<file path="src/rtl/dmem_line_buffer_pkg.sv">
// -----------------------------------------------------------------------------
// rv32i_types
//  Shared types for the data-memory line buffer.
//   rv32i_word  : 32-bit CPU word
//   cacheline_t : one 256-bit memory line (8 words)
//   dlb_state_t : line-buffer controller states (IDLE, WRITEBACK, FILL)
//  Helper line_word() extracts one 32-bit word from a line by word index.
// -----------------------------------------------------------------------------
package rv32i_types;

    typedef logic [31:0]  rv32i_word;
    typedef logic [255:0] cacheline_t;

    typedef enum logic [1:0] {
        IDLE      = 2'd0,
        WRITEBACK = 2'd1,
        FILL      = 2'd2
    } dlb_state_t;

    // Word idx occupies bits [idx*32 +: 32] of the line.
    function automatic rv32i_word line_word(input cacheline_t line, input logic [2:0] idx);
        return line[{idx, 5'b00000} +: 32];
    endfunction

endpackage

</file>
<file path="src/rtl/dmem_line_buffer_line_byte_merge.sv">
// -----------------------------------------------------------------------------
// line_byte_merge
//  Combinational store merge: overwrites the enabled byte lanes of one word of
//  a 256-bit line with lane-aligned store data.
//  Ports:
//   line_i        in  256  current line contents
//   word_idx_i    in  3    word within the line being stored to
//   wdata_i       in  32   lane-aligned store data
//   byte_enable_i in  4    byte lanes to write (bit k -> bits [8k+7:8k])
//   line_o        out 256  line with the merge applied
// -----------------------------------------------------------------------------
module line_byte_merge
    import rv32i_types::*;
(
    input  cacheline_t   line_i,
    input  logic [2:0]   word_idx_i,
    input  rv32i_word    wdata_i,
    input  logic [3:0]   byte_enable_i,
    output cacheline_t   line_o
);

    // Per-lane select between store data and the existing line byte.
    always_comb begin
        line_o = line_i;
        for (int b = 0; b < 4; b++) begin
            if (byte_enable_i[b]) begin
                line_o[{word_idx_i, b[1:0], 3'b000} +: 8] = wdata_i[8*b +: 8];
            end else begin
                line_o[{word_idx_i, b[1:0], 3'b000} +: 8] = line_i[{word_idx_i, b[1:0], 3'b000} +: 8];
            end
        end
    end

endmodule

</file>
<file path="src/rtl/dmem_line_buffer.sv">
// -----------------------------------------------------------------------------
// dmem_line_buffer
//  Single-line write-back, write-allocate buffer between the CPU data port
//  (32-bit words, byte enables) and the 256-bit physical memory port.
//  Hits complete in the request cycle; misses write back a dirty line, fill
//  the requested line, and then hit on return to IDLE.
//  Ports:
//   clk, rst (async, active-low)
//   mem_read/mem_write/mem_address/mem_wdata/mem_byte_enable  CPU request
//   mem_rdata/mem_resp                                        CPU response
//   pmem_read/pmem_write/pmem_address/pmem_wdata              pmem request
//   pmem_rdata/pmem_resp                                      pmem response
// -----------------------------------------------------------------------------
module dmem_line_buffer
    import rv32i_types::*;
#(
    parameter int OFFSET_W = 5,
    parameter int TAG_W    = 32 - OFFSET_W
) (
    input  logic          clk,
    input  logic          rst,
    input  logic          mem_read,
    input  logic          mem_write,
    input  logic [31:0]   mem_address,
    input  logic [31:0]   mem_wdata,
    input  logic [3:0]    mem_byte_enable,
    output logic [31:0]   mem_rdata,
    output logic          mem_resp,
    output logic          pmem_read,
    output logic          pmem_write,
    output logic [31:0]   pmem_address,
    output logic [255:0]  pmem_wdata,
    input  logic [255:0]  pmem_rdata,
    input  logic          pmem_resp
);

    dlb_state_t          state_q, state_d;
    logic                valid_q, valid_d;
    logic                dirty_q, dirty_d;
    logic [TAG_W-1:0]    tag_q,   tag_d;
    cacheline_t          line_q,  line_d;

    logic                req_s;
    logic                hit_s;
    logic [2:0]          word_idx_s;
    cacheline_t          merged_line_s;
    logic                unused_addr_s;

    assign req_s         = mem_read | mem_write;
    assign hit_s         = valid_q && (tag_q == mem_address[31:OFFSET_W]);
    assign word_idx_s    = mem_address[4:2];
    assign unused_addr_s = ^mem_address[1:0];

    // Read data is always the addressed word of the held line; the consumer
    // only looks at it while mem_resp is high.
    assign mem_rdata  = line_word(line_q, word_idx_s);
    assign pmem_wdata = line_q;

    line_byte_merge u_merge (
        .line_i        (line_q),
        .word_idx_i    (word_idx_s),
        .wdata_i       (mem_wdata),
        .byte_enable_i (mem_byte_enable),
        .line_o        (merged_line_s)
    );

    // State, tag/valid/dirty and line registers.
    always_ff @(posedge clk or negedge rst) begin
        if (!rst) begin
            state_q <= IDLE;
            valid_q <= 1'b0;
            dirty_q <= 1'b0;
            tag_q   <= {TAG_W{1'b0}};
            line_q  <= {256{1'b0}};
        end else begin
            state_q <= state_d;
            valid_q <= valid_d;
            dirty_q <= dirty_d;
            tag_q   <= tag_d;
            line_q  <= line_d;
        end
    end

    // Next-state and output decode for the hit / write-back / fill sequence.
    always_comb begin
        state_d      = state_q;
        valid_d      = valid_q;
        dirty_d      = dirty_q;
        tag_d        = tag_q;
        line_d       = line_q;
        mem_resp     = 1'b0;
        pmem_read    = 1'b0;
        pmem_write   = 1'b0;
        pmem_address = 32'h0000_0000;

        case (state_q)
            IDLE: begin
                if (req_s) begin
                    if (hit_s) begin
                        mem_resp = 1'b1;
                        // mem_write wins if both are raised; an all-zero
                        // byte enable leaves line and dirty untouched.
                        if (mem_write && (mem_byte_enable != 4'b0000)) begin
                            line_d  = merged_line_s;
                            dirty_d = 1'b1;
                        end else begin
                            line_d  = line_q;
                            dirty_d = dirty_q;
                        end
                    end else if (dirty_q) begin
                        state_d = WRITEBACK;
                    end else begin
                        state_d = FILL;
                    end
                end else begin
                    state_d = IDLE;
                end
            end

            WRITEBACK: begin
                pmem_write   = 1'b1;
                pmem_address = {tag_q, {OFFSET_W{1'b0}}};
                if (pmem_resp) begin
                    dirty_d = 1'b0;
                    state_d = FILL;
                end else begin
                    state_d = WRITEBACK;
                end
            end

            FILL: begin
                pmem_read    = 1'b1;
                pmem_address = {mem_address[31:OFFSET_W], {OFFSET_W{1'b0}}};
                // The request (if still present) hits on the following cycle.
                if (pmem_resp) begin
                    line_d  = pmem_rdata;
                    tag_d   = mem_address[31:OFFSET_W];
                    valid_d = 1'b1;
                    state_d = IDLE;
                end else begin
                    state_d = FILL;
                end
            end

            default: begin
                state_d = IDLE;
            end
        endcase
    end

endmodule
</file>
<file path="config.mk">
export PLATFORM = sky130hd
export DESIGN_NAME = dmem_line_buffer
export DESIGN_NICKNAME = d
export VERILOG_FILES = /design/src/rtl/dmem_line_buffer_pkg.sv /design/src/rtl/dmem_line_buffer_line_byte_merge.sv /design/src/rtl/dmem_line_buffer.sv
export SDC_FILE = /design/constraint.sdc
export NUM_CORES = 1
export LEC_CHECK = 0
export ABC_AREA = 1
export CORE_MARGIN = 8
export CORE_UTILIZATION = 25
export CTS_CLUSTER_DIAMETER = 50
export CTS_CLUSTER_SIZE = 25
export DETAILED_ROUTE_END_ITERATION = 8
export PLACE_DENSITY = 0.51
export SKIP_LAST_GASP = 1
export SYNTH_ARGS = -nofsm -noshare
export SYNTH_HDL_FRONTEND = slang
export SYNTH_SLANG_ARGS = --single-unit
</file>
<file path="constraint.sdc">
create_clock -name clk -period 4.6 [get_ports clk]
set_clock_uncertainty 0.05 [all_clocks]
set_input_delay 1.15 -clock clk [delete_from_list [all_inputs] [get_ports clk]]
set_output_delay 1.15 -clock clk [all_outputs]
set_load 0.005 [all_outputs]
</file>
==> results of run 1 <==
[metrics by stage]
stage	utilization (%)	instances	instance area [um2]	setup WS, ns	hold WS, ns
2_1_floorplan	-	3515	21500	1.06	0.372
3_3_place_gp	34.1	5130	29000	0.135	0.390
3_5_place_dp	34.1	5130	29000	0.117	0.391
4_1_cts	36.3	5226	30900	0.101	0.407
5_1_grt	36.4	5249	30900	0.0371	0.434
6_report	36.4	5259	31000	0.173	0.404
[how the worst max path moves through the flow]
stage	start	end	slack (ns)	cells after the start
2_1_floorplan	mem_address[2]	pmem_wdata[34]	1.06	14
3_3_place_gp	mem_address[11]	mem_resp	0.14	8
3_5_place_dp	mem_address[11]	mem_resp	0.12	8
4_1_cts	mem_address[11]	mem_resp	0.10	8
5_1_grt	mem_address[11]	mem_resp	0.04	8
6_report	mem_address[11]	mem_resp	0.17	8
[sequential cells by signal, indices dropped and copies added, names as in the netlist]
signal,count
dirty_q,1
pmem_wdata,256
state_q,2
tag_q,27
valid_q,1
[cells by family (layout without fill, tap and decap cells)]
kind of cell / Yosys count / after routing
mux: 7 / 7
xor+xnor: 8 / 8
flops: 287 / 287
simple gates: 2592 / 2592
other cells: 1 / 38
buf+inv: 414 / 981
compound gates: 192 / 192
fa+ha+maj: 10 / 10
[power groups by stage]
stage / Sequential, mW / Combinational (mW) / Clock [mW]
2_1_floorplan: 4.27 / 4.84 / 0
3_3_place_gp: 4.54 / 9.68 / 0
3_5_place_dp: 4.54 / 9.70 / 0
6_report: 4.53 / 9.76 / 4.21
4_1_cts: 4.52 / 9.74 / 4.28
5_1_grt: 4.65 / 10.5 / 4.39
[metal layers]
| metal | track usage [%] | vias up |
|---|---|---|
| met5 | 0 | - |
| met2 | 40.8 | 1443 |
| li1 | - | 12556 |
| met4 | 10.5 | 16 |
| met3 | 6.80 | 225 |
| met1 | 37.8 | 12891 |
[cell type report]
class | count | area, um2
antenna | 33 | 82.6
multi-input combinational | 2814 | 12500
clock buffer | 59 | 1380
sequential | 287 | 7180
tap | 1144 | 1430
clock inverter | 37 | 490
timing repair buffer | 735 | 7370
fill | 9293 | 54100
inverter | 150 | 568
[layout by cell type, fill, tap and decap left out, drive strengths merged]
cell type	count
o21a	1
nand4	261
bufinv	7
nand2	1636
dfrtp	287
a31oi	72
xnor2	8
clkdlybuf4s50	640
conb	5
and2	25
ha	10
nor3b	1
diode	33
nor3	8
or2	1
a21oi	55
clkbuf	59
o211ai	2
o21ai	62
nand3	410
mux2	7
inv	168
nor2	250
buf	95
clkinv	8
clkinvlp	4
[worst reg2reg max path, stage by stage, from the launching register on]
cell,delay (ns)
dfrtp_1,0.39
inv_1,0.14
ha_4,0.52
buf_12,0.68
nor3_2,0.19
buf_4,0.28
nand3_1,0.40
nand2_1,0.09
nand4_1,0.09
nand2_1,0.05
==> results.toml, run 1 <==
[run_status]
status = "finished, final reports clean"

[sta]
maxSlewHeadroom_pct = 33.1
grt_setup_unrepaired = "no"
finalMaxSlewViolations = 0
setup_violations = 0
min_period_ns = 4.43
finalCritPeriodShare_pct = 96.2
fmax_mhz = 226
setup_tns_ns = 0
worst_pin_slew_ns = 1.00
hold_viol_final = 0

[floorplanning]
dieArea_mm2 = 0.0954
num_rows = 107
die_w_um = 309
core_area_mm2 = 0.0850
boundaryPins = 652
die_h_um = 309
start_util_pct = 25.2

[detailed_routing]
drt-vias-per-instance = 5.16
totalWireLength_mm = 137
vias = 27131
antenna_left = 0
dr_wl_met2_mm = 59.4
routed.top_layer = "met5"
wl_met3_mm = 13.8
routedWlPerCell_um = 26.1
wl_met1_mm = 58.1
drtPass1Iterations = 6
drc = 0
dr.first_iter.drc_count = 2961

[yosys]
yosysSeqAreaShare_pct = 33.5
synthSimpleGateAreaFrac_pct = 51.6
synthCells = 3511
synthMuxAreaShare_pct = 0.368
yosys.area_share.adder_pct = 0.584
synth_edf_count = 0
syn_avg_cell_area_um2 = 6.11
synth_compound_area_share_pct = 4.94
async_flop_share_pct = 100
ys.flop_type = "dfrtp_1"
synth_top_family_by_area = "simple AND/OR/NAND/NOR gates"
ys_ff_latch = 287
synth.most_common_cell = "nand2_1"
ys_top_cells_by_area = "dfrtp_1, nand2_1, nand3_1"
ys_types = 32
yosysTopAreaCell = "dfrtp_1"
yosysTopAreaCellShare_pct = 33.5
synth_common_cells = "nand2_1, nand3_1, dfrtp_1"
syn-cell-area_mm2 = 0.0214
yosys_warnings = 0
synth-xor-area-share_pct = 0.327

[clock_network]
cts_root_buffer = "clkbuf_16"
path_clk_slew_ns = 0.06
cts_tree = "yes"
cts_setup_buffers = 0
insertion_delay_ns = 0.62
clockBufferDepth = 3
ctsHoldBuffers = 0
cts_buffers = 51
cts-resized-gates = 0
clock_sinks = 287
htree_levels = 2

[power_and_ir_drop]
finalPower_mw = 18.5
switching_share_pct = 47.0
leakagePower_nw = 15.1
p_int_mw = 9.80
powerDensity_mw_per_mm2 = 597
pwr-share-seq_pct = 24.5
clockPowerShare_pct = 22.8
switchingPower_mw = 8.70
p_comb_share_pct = 52.8
peakVddDrop_mv = 0.632

[layout]
finish.net_count = 4378
drive_gt1_share_pct = 5.59
area_growth_pct = 44.4

[min_path]
hold_end = "valid_q"
whs_path_depth = 2
hp-start = "valid_q"
hold_path_class = "reg2reg"

[placement]
gp_congestion = 0.981
hpwlAfterDp_mm = 106
io_buffers = 644

[grt]
grt_max_degree = 193
grt_antenna_before_repair = 38
grt-ovfl-total = 0
grtUsageTotal_pct = 27.3
grt_pass1_vias = 25180
grt_pass1_wl_mm = 191

[critical_path]
r2r-start = "state_q[0]"
arrival_ns = 3.23
crit_family = "buffers and inverters"
crit_chain = "clkdlybuf4s50_1, xnor2_1, nand4_1, nor2_2, and2_1, nand2_1, inv_1, clkdlybuf4s50_1"
crit_top_cell = "clkdlybuf4s50_1"
ff2ff_setup_slack_ns = 1.60
r2r_end = "pmem_wdata[140]"
slowest_delay_ns = 0.55
cp_slowest_cell = "clkdlybuf4s50_1"
cp_num_buf_inv = 3
cp_max_fo = 5
ff2ff_path_depth = 9
critPathLaunchType = "primary input"
crit_required_ns = 3.40
path_class = "in2out"
end_kind = "output pin"

[job]
maxCapViolations = 0
(Power assumes the default switching activity.)
==> run 2, diff against run 1 <==
Settings changed: TNS_END_PERCENT from default to 20.
==> results of run 2 <==
No change in the layout: final DEF, timing and power equal those of run 1.
